===== config.mk =====
export PLATFORM = sky130hd
export DESIGN_NAME = elevator_call_dispatcher
export DESIGN_NICKNAME = d
export VERILOG_FILES = /design/src/rtl/elevator_pkg.sv /design/src/rtl/elevator_scan_select.sv /design/src/rtl/elevator_call_dispatcher.sv
export SDC_FILE = /design/constraint.sdc
export NUM_CORES = 1
export LEC_CHECK = 0
export BUFFER_PORTS_ARGS = -buffer_cell sky130_fd_sc_hd__buf_2
export CORE_UTILIZATION = 61
export DETAILED_ROUTE_END_ITERATION = 10
export PLACE_DENSITY = 0.89
export SETUP_SLACK_MARGIN = 0.5
export SLEW_MARGIN = 0
export SYNTH_ARGS = -nofsm -noshare
export SYNTH_HDL_FRONTEND = slang
export SYNTH_HIERARCHICAL = 1
export SYNTH_SLANG_ARGS = --single-unit
export TNS_END_PERCENT = 1

===== constraint.sdc =====
create_clock -name clk -period 3.9 [get_ports clk]
set_input_delay 0.39 -clock clk [delete_from_list [all_inputs] [get_ports clk]]
set_output_delay 0.39 -clock clk [all_outputs]
set_load 0.05 [all_outputs]

===== src/rtl/elevator_pkg.sv =====
// elevator_pkg: shared widths, timing constants, direction codes and dispatcher state encoding
package elevator_pkg;
    localparam int FLOOR_W        = 3;
    localparam int NUM_FLOORS     = 1 << FLOOR_W;
    localparam int DEPART_TIMEOUT = 4;
    localparam int DWELL_CYCLES   = 4;
    localparam int CNT_W          = 3;
    localparam logic DIR_UP = 1'b1;
    localparam logic DIR_DN = 1'b0;
    typedef enum logic [2:0] {IDLE, SELECT, WAIT_DEPART, WAIT_ARRIVE, DWELL} state_e;
endpackage


===== src/rtl/elevator_scan_select.sv =====
// elevator_scan_select: SCAN target choice from the pending bitmap, current floor and direction
module elevator_scan_select
    import elevator_pkg::*;
(
    input  logic [NUM_FLOORS-1:0] pending,
    input  logic [FLOOR_W-1:0]    current_floor,
    input  logic                  dir_up,
    output logic                  target_valid,
    output logic [FLOOR_W-1:0]    target_floor,
    output logic                  next_dir
);
    logic               up_v, dn_v;
    logic [FLOOR_W-1:0] up_f, dn_f;

    // ascending scan: first hit above is the lowest, last hit below is the highest
    always_comb begin
        up_v = 1'b0;
        dn_v = 1'b0;
        up_f = '0;
        dn_f = '0;
        for (int i = 0; i < NUM_FLOORS; i++) begin
            if (pending[i] && FLOOR_W'(i) > current_floor && !up_v) begin
                up_v = 1'b1;
                up_f = FLOOR_W'(i);
            end
            if (pending[i] && FLOOR_W'(i) < current_floor) begin
                dn_v = 1'b1;
                dn_f = FLOOR_W'(i);
            end
        end
    end

    assign target_valid = up_v || dn_v;
    assign target_floor = (dir_up && up_v) ? up_f : dn_v ? dn_f : up_f;
    assign next_dir     = !target_valid ? dir_up : (dir_up && up_v) ? DIR_UP : dn_v ? DIR_DN : DIR_UP;
endmodule


===== src/rtl/elevator_call_dispatcher.sv =====
// elevator_call_dispatcher: collects calls, issues SCAN targets, retires served floors
// Optional door dwell after arrival when ELEV_DOOR_DWELL_EN is defined.
module elevator_call_dispatcher
    import elevator_pkg::*;
(
    input  logic                  clk,
    input  logic                  reset,
    input  logic                  call_valid,
    input  logic [FLOOR_W-1:0]    call_floor,
    input  logic [FLOOR_W-1:0]    current_floor,
    input  logic                  moving,
    output logic [FLOOR_W-1:0]    req_floor,
    output logic [NUM_FLOORS-1:0] pending,
    output logic                  dir_up,
    output logic                  busy,
    output logic                  served,
    output logic [FLOOR_W-1:0]    served_floor
);
    state_e                state_q, state_d;
    logic [FLOOR_W-1:0]    req_floor_q, req_floor_d;
    logic [NUM_FLOORS-1:0] pending_q, pending_d, call_set, clr;
    logic                  dir_up_q, dir_up_d;
    logic                  served_q, served_d;
    logic [FLOOR_W-1:0]    served_floor_q, served_floor_d;
    logic [CNT_W-1:0]      cnt_q, cnt_d;
    logic                  tgt_valid, tgt_dir;
    logic [FLOOR_W-1:0]    tgt_floor;

    elevator_scan_select u_scan (
        .pending      (pending_q),
        .current_floor(current_floor),
        .dir_up       (dir_up_q),
        .target_valid (tgt_valid),
        .target_floor (tgt_floor),
        .next_dir     (tgt_dir)
    );

    always_comb begin
        state_d        = state_q;
        req_floor_d    = req_floor_q;
        dir_up_d       = dir_up_q;
        cnt_d          = cnt_q;
        served_d       = 1'b0;
        served_floor_d = served_floor_q;
        clr            = '0;
        call_set       = '0;
        if (call_valid) call_set[call_floor] = 1'b1;
        case (state_q)
            IDLE: state_d = (pending_q != '0 || call_valid) ? SELECT : IDLE;
            SELECT: begin
                if (pending_q[current_floor]) begin
                    clr[current_floor] = 1'b1;
                    served_d           = 1'b1;
                    served_floor_d     = current_floor;
                    state_d            = ((pending_q & ~clr) != '0) ? SELECT : IDLE;
                end else if (tgt_valid) begin
                    req_floor_d = tgt_floor;
                    dir_up_d    = tgt_dir;
                    cnt_d       = '0;
                    state_d     = WAIT_DEPART;
                end else begin
                    state_d = IDLE;
                end
            end
            WAIT_DEPART: begin
                if (moving) state_d = WAIT_ARRIVE;
                else if (cnt_q == CNT_W'(DEPART_TIMEOUT - 1)) state_d = SELECT;
                else cnt_d = cnt_q + 1'b1;
            end
            WAIT_ARRIVE: begin
                if (!moving && current_floor == req_floor_q) begin
                    clr[req_floor_q] = 1'b1;
                    served_d         = 1'b1;
                    served_floor_d   = req_floor_q;
`ifdef ELEV_DOOR_DWELL_EN
                    cnt_d            = '0;
                    state_d          = DWELL;
`else
                    state_d          = IDLE;
`endif
                end else if (!moving) begin
                    state_d = SELECT;
                end
            end
`ifdef ELEV_DOOR_DWELL_EN
            DWELL: begin
                if (cnt_q == CNT_W'(DWELL_CYCLES - 1)) state_d = SELECT;
                else cnt_d = cnt_q + 1'b1;
            end
`endif
            default: state_d = IDLE;
        endcase
        // a call landing on the floor retired this cycle is absorbed
        pending_d = (pending_q | call_set) & ~clr;
    end

    always_ff @(posedge clk) begin
        if (reset) begin
            state_q        <= IDLE;
            req_floor_q    <= '0;
            pending_q      <= '0;
            dir_up_q       <= DIR_UP;
            served_q       <= 1'b0;
            served_floor_q <= '0;
            cnt_q          <= '0;
        end else begin
            state_q        <= state_d;
            req_floor_q    <= req_floor_d;
            pending_q      <= pending_d;
            dir_up_q       <= dir_up_d;
            served_q       <= served_d;
            served_floor_q <= served_floor_d;
            cnt_q          <= cnt_d;
        end
    end

    assign req_floor    = req_floor_q;
    assign pending      = pending_q;
    assign dir_up       = dir_up_q;
    assign busy         = state_q != IDLE;
    assign served       = served_q;
    assign served_floor = served_floor_q;
endmodule


======== Yosys cells after proc, flatten, opt, wreduce, memory -nomap -nowiden ========
Cells that the tools add are included.
storage, ports and cells
  register bits after elaboration ......... 22
  bits of input ports ..................... 10
  output and inout port bits .............. 17
operators by class
  add/sub/neg operators ................... 1
  $lt $le $gt $ge ......................... 22
  equality and inequality tests ........... 13
  muxes and demuxes ....................... 66
  bitwise operators ....................... 6
  reductions and logical operators ........ 48
operator list
  operator              number
  $mux W3               20
  $logic_and A1 B1 Y1   28
  $mux W1               28
  $mux W8               3
  $and A8 B8 Y8         2
  $not A8 Y8            2
  $pmux W8 S2           1
  $reduce_bool A8 Y1    2
  $gt A3 B3 Y1 const A  4
  $lt A3 B3 Y1 const A  4
  $lt A3 B4 Y1 const B  3
  $mux W2               6
  $ne A2 B2 Y1 const B  6
  $pmux W3 S2           2
  $pmux W3 S4           1
  $demux W1 S3          3
  $eq A3 B2 Y1 const B  3
  $ge A3 B1 Y1 const B  3
  $logic_not A1 Y1      8
  $or A8 B8 Y8          1
  $gt A1 B3 Y1 const A  2
  $gt A2 B3 Y1 const A  2
  $lt A1 B3 Y1 const A  2
  $lt A2 B3 Y1 const A  2
  other kinds (14)      18

======== Longest topological paths before layout ========
Gate-level depths: netlist of run 1.
  depth in word-level cells ............... 28
  mapped depth ............................ 10
  depth with buffers taken out ............ 8

======== By module ========
The synthesis of run 1 kept the hierarchy.
by module, submodules not included
  module                    times used  cells each  area an instance (µm²)  seq. area each (µm²)
  elevator_call_dispatcher  1           155         1301.2                  420.4
  elevator_scan_select      1           65          421.7                   0.0

======== Worst setup path after synthesis of run 1 ========
Ideal clock, no wire load.
  kind .................................... flip-flop to flip-flop
  start ................................... register pending_q[5] (netlist: pending[5])
  end ..................................... register req_floor_q[0] (netlist: req_floor[0])
  arrival ................................. 2.412 ns
  required time ........................... 3.772 ns
  slack ................................... 1.360 ns
  stages on the path, launching flop included .. 9
  path buffers ............................ 0
  clock period less this slack ............ 2.540 ns
  cell sequence ........................... dfxtp_1 > nand2b_1 > a311o_1 > nand4_2 > nand2b_1 > nand2_1 > a2111oi_4 > mux2i_1 > nor2_1
between the ends
  longest elaborated chain between the ends .. 11
  elaborated cells on any way between the ends .. 27
  classes of those cells .................. 16 x mux; 1 x bitwise; 10 x reduce/logical
ends and longest elaborated chain
  item                                    line                             text
  from (decl)                             elevator_call_dispatcher.sv:21   logic [NUM_FLOORS-1:0] pending_q, pending_d, call_set, clr;
  from (signal assigned)                  elevator_call_dispatcher.sv:109  pending_q <= pending_d;
  $logic_and A1 B1 Y1 (2 in series)       elevator_scan_select.sv:22       if (pending[i] && FLOOR_W'(i) > current_floor && !up_v) begin
  $mux W1                                 elevator_scan_select.sv:22
  $logic_not A1 Y1                        elevator_scan_select.sv:22
  $logic_and A1 B1 Y1                     elevator_scan_select.sv:22
  $mux W1                                 elevator_scan_select.sv:22
  $logic_not A1 Y1                        elevator_scan_select.sv:22
  $logic_and A1 B1 Y1                     elevator_scan_select.sv:22
  $mux W1                                 elevator_scan_select.sv:22
  $logic_or A1 B1 Y1 (*)                  elevator_scan_select.sv:33       assign target_valid = up_v || dn_v;
  net tgt_valid                           elevator_call_dispatcher.sv:26   logic tgt_valid, tgt_dir;
  $reduce_and A3 Y1 (no source line) (*)  --
  to (signal assigned)                    elevator_call_dispatcher.sv:108  req_floor_q <= req_floor_d;
  to (decl)                               elevator_call_dispatcher.sv:20   logic [FLOOR_W-1:0] req_floor_q, req_floor_d;
The timed path passes the listed nets; every way through them passes the cells marked *. The select of a mux whose other input is x is not followed.
A chain may end at the register's enable or synchronous reset.

======== Worst setup path in the final report of run 1 ========
  start ................................... register pending_q[5] (netlist: pending[5])
  end ..................................... register cnt_q[0]
between the ends
  longest elaborated chain between the ends .. 12
  elaborated cells on any way between the ends .. 19
  classes of those cells .................. 2 x eq/ne; 8 x mux; 9 x reduce/logical
ends and longest elaborated chain
  item                                    line                             text
  $logic_and A1 B1 Y1 (2 in series)       elevator_scan_select.sv:22
  $mux W1                                 elevator_scan_select.sv:22
  $logic_not A1 Y1                        elevator_scan_select.sv:22
  $logic_and A1 B1 Y1                     elevator_scan_select.sv:22
  $mux W1                                 elevator_scan_select.sv:22
  $logic_not A1 Y1                        elevator_scan_select.sv:22
  $logic_and A1 B1 Y1                     elevator_scan_select.sv:22
  $mux W1                                 elevator_scan_select.sv:22
  $logic_or A1 B1 Y1 (*)                  elevator_scan_select.sv:33
  net tgt_valid                           elevator_call_dispatcher.sv:26
  $ne A2 B2 Y1 (no source line) (*)       --
  $reduce_and A5 Y1 (no source line) (*)  --
  to (signal assigned)                    elevator_call_dispatcher.sv:113  cnt_q <= cnt_d;
  to (decl)                               elevator_call_dispatcher.sv:25   logic [CNT_W-1:0] cnt_q, cnt_d;
Marks and branches as above.

==> results of run 1 <==
power by group through the flow:
stage	combinational [mW]	sequential [mW]	clock [mW]
final	0.155	0.239	0.108
after global routing	0.168	0.241	0.114
after CTS	0.153	0.238	0.106
after detailed placement	0.152	0.243	0
after global placement	0.151	0.243	0
after floorplan	0.107	0.255	0
stage by stage:
stage | util [%] | setup slack [ns] | power [mW] | area [um^2] | std cells
CTS | 71.9 | 1.39 | 0.498 | 1850 | 268
floorplan | - | 1.36 | 0.362 | 1720 | 220
finish | 71.9 | 1.32 | 0.502 | 1850 | 268
global route | 71.9 | 1.14 | 0.523 | 1850 | 268
detailed placement | 70.9 | 1.26 | 0.395 | 1820 | 264
global placement | 70.9 | 1.31 | 0.393 | 1820 | 264
worst reg2reg max path, stage by stage, from the launching register on:
cell and delay [ns]:
sky130_fd_sc_hd__dfxtp_1 0.66, sky130_fd_sc_hd__nand2b_1 0.11, sky130_fd_sc_hd__a311o_1 0.41, sky130_fd_sc_hd__nand4_2 0.15
sky130_fd_sc_hd__nand2b_1 0.12, sky130_fd_sc_hd__nand2_1 0.07, sky130_fd_sc_hd__a2111oi_4 0.62, sky130_fd_sc_hd__nand4b_1 0.22
sky130_fd_sc_hd__o31ai_1 0.09
final cells by class:
class / count / area share [%]
inverter: 7 / 1.42
tap: 30 / 2.03
sequential: 21 / 22.8
timing repair buffer: 26 / 7.05
multi-input combinational: 180 / 65.3
clock buffer: 4 / 1.42
sequential cells by signal, indices dropped and copies added, names as in the netlist:
| register | count |
|---|---|
| req_floor | 3 |
| cnt_q | 3 |
| served | 1 |
| served_floor | 3 |
| state_q | 2 |
| pending | 8 |
| dir_up | 1 |
cell families after synthesis:
group           count (synthesis)  synth area share (%)
flops                          21                  24.4
buf+inv                        19                  5.66
simple gates                  102                  31.9
compound gates                 63                  28.6
fa+ha+maj                       3                  2.03
xor+xnor                        3                  1.53
mux                             9                  5.88
cells in the final DEF (no fill, tap or decap), types with 6 or more instances in the layout:
cell type	instances
sky130_fd_sc_hd__buf_2	26
sky130_fd_sc_hd__inv_1	7
sky130_fd_sc_hd__nor2_1	26
sky130_fd_sc_hd__mux2i_1	6
sky130_fd_sc_hd__a21oi_1	9
sky130_fd_sc_hd__o21ai_0	10
sky130_fd_sc_hd__nor2b_1	6
sky130_fd_sc_hd__dfxtp_1	21
sky130_fd_sc_hd__nand2b_1	12
sky130_fd_sc_hd__nor3_1	17
sky130_fd_sc_hd__nand2_1	16
layer usage:
metal | wire [um] | track usage, %
met5 | 0 | 0
met4 | 83 | 7.50
met3 | 387 | 4.10
met2 | 2010 | 49.6
met1 | 1880 | 41.9
worst max-delay path by stage:
stage / to / cells after the start / slack (ns) / startpoint
6_report: cnt_q[0] / 8 / 1.32 / pending[5]
5_1_grt: req_floor[2] / 8 / 1.14 / pending[5]
4_1_cts: cnt_q[0] / 8 / 1.39 / pending[5]
3_5_place_dp: req_floor[0] / 9 / 1.26 / current_floor[0]
3_3_place_gp: req_floor[2] / 9 / 1.31 / current_floor[0]
2_1_floorplan: req_floor[0] / 8 / 1.36 / pending[5]
==> results, run 1 <==
- After legalization and detailed placement, the total HPWL measured 2.99 mm.
- The signal on the critical path passes through nand2b_1 -> a311o_1 -> nand4_2 -> nand2b_1 -> nand2_1 -> a2111oi_4 -> nand4b_1 -> o31ai_1.
- Summed over all cells, the static leakage comes to 0.699 nW.
- The largest fanout on the critical path is 13.
- The flow ran to the end, and the final reports show no timing, DRC or antenna violations.
- The number of buffers and inverters on the critical path is 0.
- The most numerous cell type found on the critical path is sky130_fd_sc_hd__nand2b_1.
- The count of buffers from port buffering is 26.
- The routed wire length is 4.36 mm.
- The worst pin sits at a relative slew slack of 59.4%.
- The total power per unit cell area is 272 nW/um^2.
- The cell count of the worst hold path is 3.
- The final hold violation count came to 0.
- The worst register-to-register path has a setup slack of 1.32 ns.
- The residual antenna-violating net count after detailed routing is 0.
- The footprint of the flip-flops and latches is 420 um^2.
- At the pin with the least slew margin, the transition time is 0.608 ns.
- The buffer type at the clock tree root is sky130_fd_sc_hd__clkbuf_4.
- The DRC violation count after routing is 0.
- The sequential share of the synthesized area is 24.4%.
- The clock share of power is 21.5%.
- STA puts the critical path data arrival time at 2.76 ns.
- In this run the most critical hold path is launched from moving.
- On the critical path, the stage with the largest delay is an instance of sky130_fd_sc_hd__dfxtp_1.
- Hold repair after CTS inserted 0 buffers.
- Yosys printed 6 warnings.
- The sink of the worst hold path is state_q[1].
- The number of standard-cell rows in the floorplan is 18.
- By count the netlist is led by 26 x sky130_fd_sc_hd__nor2_1, 21 x sky130_fd_sc_hd__dfxtp_1, 17 x sky130_fd_sc_hd__nor3_1, 16 x sky130_fd_sc_hd__nand2_1, 12 x sky130_fd_sc_hd__nand2b_1.
- The worst reg2reg path endpoint is cnt_q[0].
- The number of filler instances in the final layout is 219.
- The number of CTS-inserted buffers is 3.
- The growth of design area from synthesis to finish is 7.12%.
- The synthesized design contains 0 enable-type register cells.
- The max-slew violation count is 0.
- Sorting the synthesized cells by area gives the leading types as sky130_fd_sc_hd__dfxtp_1 24%, sky130_fd_sc_hd__nor2_1 5.7%, sky130_fd_sc_hd__nor3_1 4.9%, sky130_fd_sc_hd__nand2b_1 4.4%, sky130_fd_sc_hd__mux2i_1 3.5%.
- The clock sink count is 21.
- The path depth of the worst reg2reg path is 8.
- The portion of total power attributed to combinational logic is 30.9%.
- The initial antenna violation count was 0.
- The multi-input logic area is 1200 um^2.
- The internal power consumption is 0.320 mW.
- Clock latency on the worst-skew pair, taken at its later pin, is 0.31 ns.
- The worst register-to-register path begins at pending[5].
- The worst slack on hold paths is 0.377 ns.
- The worst hold path class is in2reg.
- At the end of routability-driven placement, the weighted congestion stood at 0.892.
- After clock tree synthesis, the repair step resized 0 gates.
- The number of top-level pins is 27.
- Summing every instance area after synthesis gives 1720 um^2.
- The net count of the finished layout is 251.
- Synthesis produced a netlist whose cell count is 220.
- The mean cell area of the mapped netlist is 7.83 um^2.
- The first global-routing pass estimated 6.62 mm of wire.
- Entering global routing, the biggest net connects 32 pins.
- The net count of the mapped netlist is 232.
- The repair_antennas step left the layout with diodes totalling 0.
- Setup repair after global routing left no endpoint under its margin.
- Among all cell types in the netlist, the one instantiated most often is sky130_fd_sc_hd__nor2_1.
- The setup violation total in the final timing report is 0.
- The data required time at the worst endpoint is 4.09 ns.
- The number of global-route vias before repair was 1456.
- The DRC violation total after the first TritonRoute iteration is 124.
- The async set-or-reset flop fraction in the synthesized netlist is 0%.
- The chip height is 55.1 um.
- The cell taking the most area after synthesis is sky130_fd_sc_hd__dfxtp_1.
- STA classifies the critical path startpoint as a register.
- The clock tree buffer depth is 2.
- The number of library cell types mapped by synthesis is 62.
- The core region is 2570 um^2.
- The critical path class is reg2reg.
- After clock tree synthesis, the clock-pin slew on the worst setup and hold paths is 0.12 ns.
- The family of cells with the greatest summed delay on the critical path is compound AO/OA/AOI/OAI gates.
- The via density per instance is 6.75.
- The global-route total usage across every layer is 30.4%.
- After routing, the total negative slack on setup checks comes to 0 ns.
- Across the run, the number of max-cap violations was 0.
- The mean routed wirelength per cell is 16.3 um.
- The full die area is 3040 um^2.
- The post-synthesis sequential element count is 21.
- For this block, the via count after detailed routing is 1810.
- The largest single stage delay on the critical path is 0.66 ns.
- The most used flip-flop cell after synthesis is sky130_fd_sc_hd__dfxtp_1.
- Across the routed clock network, the largest skew measured is 0.0139 ns.
- The maximum vdd drop is 262 uV.
- The post-route fraction of the period consumed by the critical path is 66.1%.
- Cells with a size suffix above 1 make up 19.7% of the layout.
- The post-CTS setup buffer count is 0.
- The final critical delay including setup and external delays is 2.58 ns.
- The die is 55.1 um wide.
- The register share of total power is 47.6%.
- CTS built an H-tree with a depth of 1.
- The first detailed-routing pass ran for 5 iterations.
- The CTS tree is yes.
- The final global-route overflow total is 0.
- The switching component of the power is 0.182 mW.
- Once the floorplan was initialized, standard cells occupied 67.1% of the core.
- The achievable frequency is 388 MHz.
- The top cell type's share of synthesized area is 24.4%.
- The endpoint class of the critical path is a register.
- The switching part of the total power is 36.3%.
Power figures use the tool's default switching activity.
==> inputs of run 2 (changes only) <==
CORE_UTILIZATION = 57   (was 61)
PLACE_DENSITY = 0.84   (was 0.89)
clock period = 2.4 ns   (was 3.9 ns; I/O delays follow)
==> results, run 2 (synthesized netlist as in run 1, its figures left out) <==
- Along the worst path, the maximum fanout reaches 10.
- The routed wire length is 4.78 mm.
- The worst slack on hold paths is 0.227 ns.
- The DRC violation total after the first TritonRoute iteration is 241.
- The worst register-to-register path begins at pending[2].
- The register share of total power is 45.2%.
- CTS built an H-tree with a depth of 1.
- After clock tree synthesis, the clock-pin slew on the worst setup and hold paths is 0.12 ns.
- The diode insertion count for antenna repair is 0.
- The number of CTS-inserted buffers is 3.
- The congestion estimate from routability-driven global placement came to 0.942.
- Broken down by cell family, the worst path's largest delay share belongs to simple AND/OR/NAND/NOR gates.
- The worst setup skew after layout is 0.0142 ns.
- The die is 57.0 um wide.
- The via density per instance is 6.49.
- The slew at the pin closest to its max-slew limit is 0.571 ns.
- The DRC violation count after routing is 6.
- The most numerous cell type found on the critical path is sky130_fd_sc_hd__nor2_1.
- The internal power of the cells totals 0.540 mW.
- For this design the ratio of total power to cell area is 416 nW/um^2.
- The number of detailed-route iterations in the first pass is 8.
- The endpoint arrival time on the critical path is 2.18 ns.
- The number of global-route vias before repair is 1632.
- Leaving out fill and tap cells, the most frequent cells in the layout are 26 x sky130_fd_sc_hd__nor2_1, 26 x sky130_fd_sc_hd__buf_2, 16 x sky130_fd_sc_hd__nor3_1, 15 x sky130_fd_sc_hd__nand2_1, 15 x sky130_fd_sc_hd__buf_4.
- Combinational logic burns 34.6% of the power.
- Counting instances, the worst hold path has a depth of 3.
- In this run the standard cell core region covers 2810 um^2.
- For this run, the total global-route usage over all layers was measured as 29.9%.
- The final hold violation count is 0.
- After layout, the worst path uses 83.3% of the clock period.
- Entering global routing, the biggest net connects 28 pins.
- The worst-case headroom to the max-slew limit is 61.5%.
- In this run the power spent charging and discharging nets is 0.306 mW.
- The instance area after placement is 1900 um^2.
- The starting density of the core is 61.4%.
- Setup repair after global routing could not meet its margin everywhere.
- The worst reg-to-reg setup slack is 0.40 ns.
- The CTS tree is yes.
- Fill cells in the final layout number 226.
- The final global-route overflow total is 0.
- From bottom edge to top edge, the die measures 57.0 um.
- The final reports fail on design-rule violations.
- The max-slew violation count is 0.
- The number of max-capacitance violations reported is 0.
- The worst hold path terminates at state_q[1].
- The summed area of non-filler cells in the final layout is 2030 um^2.
- The worst stage delay on the critical path is 0.46 ns.
- Summed over all cells, the static leakage comes to 0.811 nW.
- Clock tree synthesis selected as its root buffer the cell sky130_fd_sc_hd__clkbuf_4.
- Summing internal, switching and leakage power gives 0.846 mW.
- The number of vias in the routed layout is 1856.
- In the final routed layout, each cell accounts on average for 16.7 um.
- In this run the critical register-to-register path is captured at req_floor[0].
- The worst hold path class is in2reg.
- The residual antenna-violating net count after detailed routing is 0.
- The hold path startpoint is moving.
- Traced cell by cell, the critical path runs through a31oi_1 -> nor2_1 -> nor3_4 -> nand2b_4 -> nand2_4 -> a2111oi_4 -> buf_6 -> mux2i_1 -> nor2_1.
- STA classifies the critical path endpoint as a register.
- The area growth from synthesis to layout is 18.1%.
- Once detailed placement completed, the half-perimeter wirelength came to 3.15 mm.
- The number of flip-flops under the largest register name is 8.
- Input and output buffers added on the ports amount to 26.
- The setup path with the least slack is of type reg2reg.
- The full die area is 3250 um^2.
- The flow ran to the end, but the final reports show violations.
- The number of buffers and inverters on the critical path is 1.
- The clock share of power is 20.2%.
- The kind of start point of the critical path is a register.
- The initial antenna violation count is 0.
- The switching part of the total power is 36.2%.
- The setup violation total in the final timing report is 0.
- During I/O placement, the number of pins put on the boundary was 27.
- Based on the critical path, the design can be clocked at up to 500 MHz.
- For the final routed database, the setup TNS stands at 0 ns.
- The data required time at the worst endpoint is 2.58 ns.
- The number of standard-cell rows in the floorplan is 19.
- In this run, post-CTS hold repair placed 0 buffers.
- Measured in cells, the most critical reg-to-reg path has a length of 9.
- The maximum vdd drop is 340 uV.
- CTS saw 21 sinks.
- The first global-routing pass estimated 7.69 mm of wire.
- The count of nets after finishing is 268.
- The fraction of layout instances using a drive strength above 1 is 30.6%.
- The final critical delay including setup and external delays is 2.00 ns.
- The clock reaches the later pin of the worst-skew pair after 0.30 ns.
- The clock tree buffer depth is 2.
- The slowest stage cell on the critical path is sky130_fd_sc_hd__dfxtp_2.
## run 2: cell types whose count changed in the layout (fill, tap and decap cells not counted), moves of 4 or more
| cell | change |
|---|---|
| sky130_fd_sc_hd__buf_4 | +15 |
| sky130_fd_sc_hd__dfxtp_1 | -9 |
| sky130_fd_sc_hd__dfxtp_2 | +5 |
| sky130_fd_sc_hd__dfxtp_4 | +4 |
## run 2: power groups by stage
stage | Combinational (mW) | Sequential, mW | Clock, mW
detailed placement | 0.256 | 0.394 | 0
global placement | 0.254 | 0.394 | 0
floorplan | 0.173 | 0.413 | 0
CTS | 0.269 | 0.382 | 0.175
finish | 0.293 | 0.382 | 0.171
global route | 0.312 | 0.385 | 0.189
## run 2: layout make-up
class	count	area (um^2)	area share (%)
timing repair buffer	43	262	12.9
multi-input combinational	180	1240	60.9
tap	31	38.8	1.91
sequential	21	442	21.7
clock buffer	4	26.3	1.29
inverter	7	26.3	1.29
## run 2: routing by layer
metal | up-vias | global-route usage, % | routed length [um]
met5 | - | 0 | 0
met2 | 90 | 48.2 | 2190
met4 | 0 | 8.36 | 106
met3 | 16 | 3.40 | 367
met1 | 859 | 42.5 | 2110
li1 | 891 | - | -
## run 2: stage by stage
step	setup slack [ns]	utilization (%)	instances
after floorplan	0.377	-	220
final	0.400	72.5	286
after detailed placement	0.173	67.6	272
after global routing	0.345	72.5	286
after global placement	0.199	67.6	272
after CTS	0.448	70.6	283
## run 2: what timing repair did
| action | 4_1_cts | 5_1_grt |
|---|---|---|
| buffers inserted | 7 | 2 |
| gates resized for setup | 1 | 8 |
| gates cloned | 0 | 1 |
| pin swaps | 0 | 2 |
| endpoints found under the setup margin | 10 | 13 |
## run 2: worst max-delay path by stage
| stage | startpoint | endpoint | cells past startpoint |
|---|---|---|---|
| 3_3_place_gp | current_floor[2] | req_floor[1] | 10 |
| 5_1_grt | pending[2] | req_floor[2] | 9 |
| 2_1_floorplan | pending[4] | req_floor[0] | 8 |
| 4_1_cts | pending[6] | req_floor[0] | 9 |
| 6_report | pending[2] | req_floor[0] | 9 |
| 3_5_place_dp | current_floor[2] | req_floor[0] | 11 |
## run 2: worst min-delay path, stage by stage
cell and delay [ns]:
sky130_fd_sc_hd__buf_2 0.10, sky130_fd_sc_hd__a211oi_1 0.07, sky130_fd_sc_hd__nor2_1 0.08
==> inputs of run 3 (changes only) <==
clock period = 2.1 ns   (was 2.4 ns; I/O delays follow)
==> results, run 3 (synthesized netlist as in run 1, its figures left out) <==
- The achievable frequency is 527 MHz.
- Once detail routing completed, the nets flagged for antenna violations numbered 0.
- After clock tree synthesis, the clock-pin slew on the worst setup and hold paths is 0.12 ns.
- The CTS tree is yes.
- Cells with a size suffix above 1 make up 35.3% of the layout.
- For this design the ratio of total power to cell area is 464 nW/um^2.
- The switching component of the power is 0.371 mW.
- TritonCTS created 3 clock buffers.
- The critical path class is reg2reg.
- The largest net degree at the start of global routing is 23.
- The mean routed wirelength per cell is 17.0 um.
- The global placer's final weighted congestion is 0.912.
- For this block, the initial DRC count from the detailed router was 271.
- The number of global-route vias before repair is 1751.
- Of all nets on the critical path, the largest fanout is 8.
- The hold path startpoint is moving.
- Setup violations remaining at the end of the flow were counted as 0.
- The buffer type at the clock tree root is sky130_fd_sc_hd__clkbuf_4.
- The number of standard-cell rows in the floorplan is 19.
- In this run, post-CTS hold repair placed 0 buffers.
- The endpoint class of the critical path is a register.
- The count of buffers from port buffering is 26.
- Across the run, the number of max-cap violations was 0.
- The library cells used most frequently in the layout, excluding fill and tap cells, are 26 x sky130_fd_sc_hd__nor2_1, 26 x sky130_fd_sc_hd__buf_2, 26 x sky130_fd_sc_hd__buf_4, 15 x sky130_fd_sc_hd__nand2_1, 15 x sky130_fd_sc_hd__nor3_1.
- The worst register-to-register path has a setup slack of 0.20 ns.
- 27 I/O pins were placed.
- The slew at the pin closest to its max-slew limit is 0.584 ns.
- The max-slew violation count is 0.
- The via density per instance is 6.48.
- CTS saw 21 sinks.
- After global routing, the most crowded layer is met2.
- The area of the core region is 2810 um^2.
- The number of flip-flops under the largest register name is 8.
- The growth of design area from synthesis to finish is 24.8%.
- The flow ran to the end, but the final reports show violations.
- Setup repair after global routing could not meet its margin everywhere.
- Of the total power, the share spent switching nets is 37.2%.
- The die is 57.0 um tall.
- For the final routed database, the setup TNS stands at 0 ns.
- The final critical delay including setup and external delays is 1.90 ns.
- 0 antenna diodes ended up in the layout.
- At the end of the flow, the number of nets in the layout was 279.
- The startpoint identified for the worst register-to-register timing path is pending[1].
- The later pin in the worst-skew pair is clocked with a latency of 0.32 ns.
- The clock tree buffer depth is 2.
- The first global-routing pass estimated 8.20 mm of wire.
- The clock arrives with 0.00432 ns of skew.
- The number of vias in the routed layout is 1925.
- Of the total power, the clock network draws 20.4%.
- Along the worst hold path, the cell count comes to 3.
- The initial antenna violation count is 0.
- The internal power consumption is 0.626 mW.
- The cell count after placement is 281.
- Across every metal layer, demand over resource in global routing totals 32.4%.
- The starting density of the core is 61.4%.
- The full die area is 3250 um^2.
- The final hold violation count is 0.
- The final cell count without fillers is 297.
- The wire-length estimate of the detail-placed layout is 3.35 mm.
- The met1 usage in global routing is 42.1%.
- The worst register-to-register path ends at cnt_q[1].
- From left edge to right edge, the die measures 57.0 um.
- The checks that failed: design-rule violations.
- CTS built an H-tree with a depth of 1.
- Measured against its own limit, the worst slew margin works out to 61.1%.
- The leakage power total is 0.878 nW.
- VDD sags by at most 487 uV.
- The sink of the worst hold path is state_q[1].
- The path depth of the worst reg2reg path is 10.
- The register share of total power is 43.8%.
- The met3 track demand over resource is 3.63%.
- For the worst setup path, the data required time is 2.35 ns.
- The endpoint arrival time on the critical path is 2.15 ns.
- The portion of total power attributed to combinational logic is 35.8%.
- For met2 alone, demand over resource in global routing was 56.0%.
- The kind of start point of the critical path is a register.
- The DRC violation count after routing is 6.
- The number of filler instances in the final layout is 204.
- In this run the worst hold path is classified as in2reg.
- The final global-route overflow total is 0.
- Wires add up to 5.06 mm.
- The final critical path takes up 90.3% of the cycle.
- The pre-antenna-repair detailed-routing pass consisted of 8 iterations.
-- run 3: cell types whose count changed in the layout (fill, tap and decap cells not counted), sizes merged --
cell and change:
clkbuf -2, clkinv +1, buf +12
-- run 3: worst max path at each step --
stage                           from  cells past startpoint  slack (ns)         endpoint
detailed placement  current_floor[1]                      7        0.03  served_floor[2]
floorplan                 pending[4]                      8        0.08     req_floor[0]
CTS                       pending[6]                      9        0.27     req_floor[1]
global placement    current_floor[1]                      7        0.06  served_floor[2]
global route              pending[6]                      9        0.15     req_floor[1]
finish                    pending[1]                     10        0.20         cnt_q[1]
-- run 3: repair_timing --
action,4_1_cts,5_1_grt
resized for setup,14,1
pin swaps,4,1
buffers inserted,12,0
endpoints found under the setup margin,20,21
-- run 3: cell type report --
class | instances | area, um^2 | share of cell area (%)
Tap cell | 31 | 38.8 | 1.80
Multi-Input combinational cell | 180 | 1270 | 59.0
Inverter | 7 | 26.3 | 1.22
Timing Repair Buffer | 54 | 348 | 16.2
Sequential cell | 21 | 442 | 20.5
Clock inverter | 1 | 5.00 | 0.233
Clock buffer | 3 | 22.5 | 1.05
-- run 3: per-layer routing --
metal,up-vias,wire [um]
met4,0,85
met5,-,0
met1,881,2160
li1,919,-
met3,13,366
met2,112,2450
-- run 3: critical path: stages (launching register included) --
cell,delay (ns)
sky130_fd_sc_hd__dfxtp_2,0.36
sky130_fd_sc_hd__buf_6,0.13
sky130_fd_sc_hd__o21a_1,0.10
sky130_fd_sc_hd__o22a_1,0.23
sky130_fd_sc_hd__nor3_4,0.32
sky130_fd_sc_hd__nand2b_4,0.09
sky130_fd_sc_hd__nand2_4,0.07
sky130_fd_sc_hd__a2111oi_4,0.04
sky130_fd_sc_hd__buf_6,0.17
sky130_fd_sc_hd__nand3b_1,0.17
sky130_fd_sc_hd__a21oi_2,0.16
-- run 3: power by group through the flow --
stage / sequential [mW] / clock [mW] / combinational [mW]
2_1_floorplan: 0.472 / 0 / 0.198
6_report: 0.437 / 0.204 / 0.357
5_1_grt: 0.440 / 0.216 / 0.380
3_5_place_dp: 0.448 / 0 / 0.306
3_3_place_gp: 0.447 / 0 / 0.304
4_1_cts: 0.435 / 0.203 / 0.343
-- run 3: per-stage QoR --
step | instance area (um^2) | setup slack, ns | total power [mW] | util, % | hold slack, ns
global route | 2150 | 0.148 | 1.04 | 76.6 | 0.208
finish | 2150 | 0.204 | 0.997 | 76.6 | 0.194
CTS | 2140 | 0.275 | 0.982 | 76.4 | 0.186
detailed placement | 1960 | 0.0302 | 0.754 | 70.0 | 0.473
floorplan | 1750 | 0.0770 | 0.670 | - | 0.362
global placement | 1960 | 0.0560 | 0.751 | 70.0 | 0.474
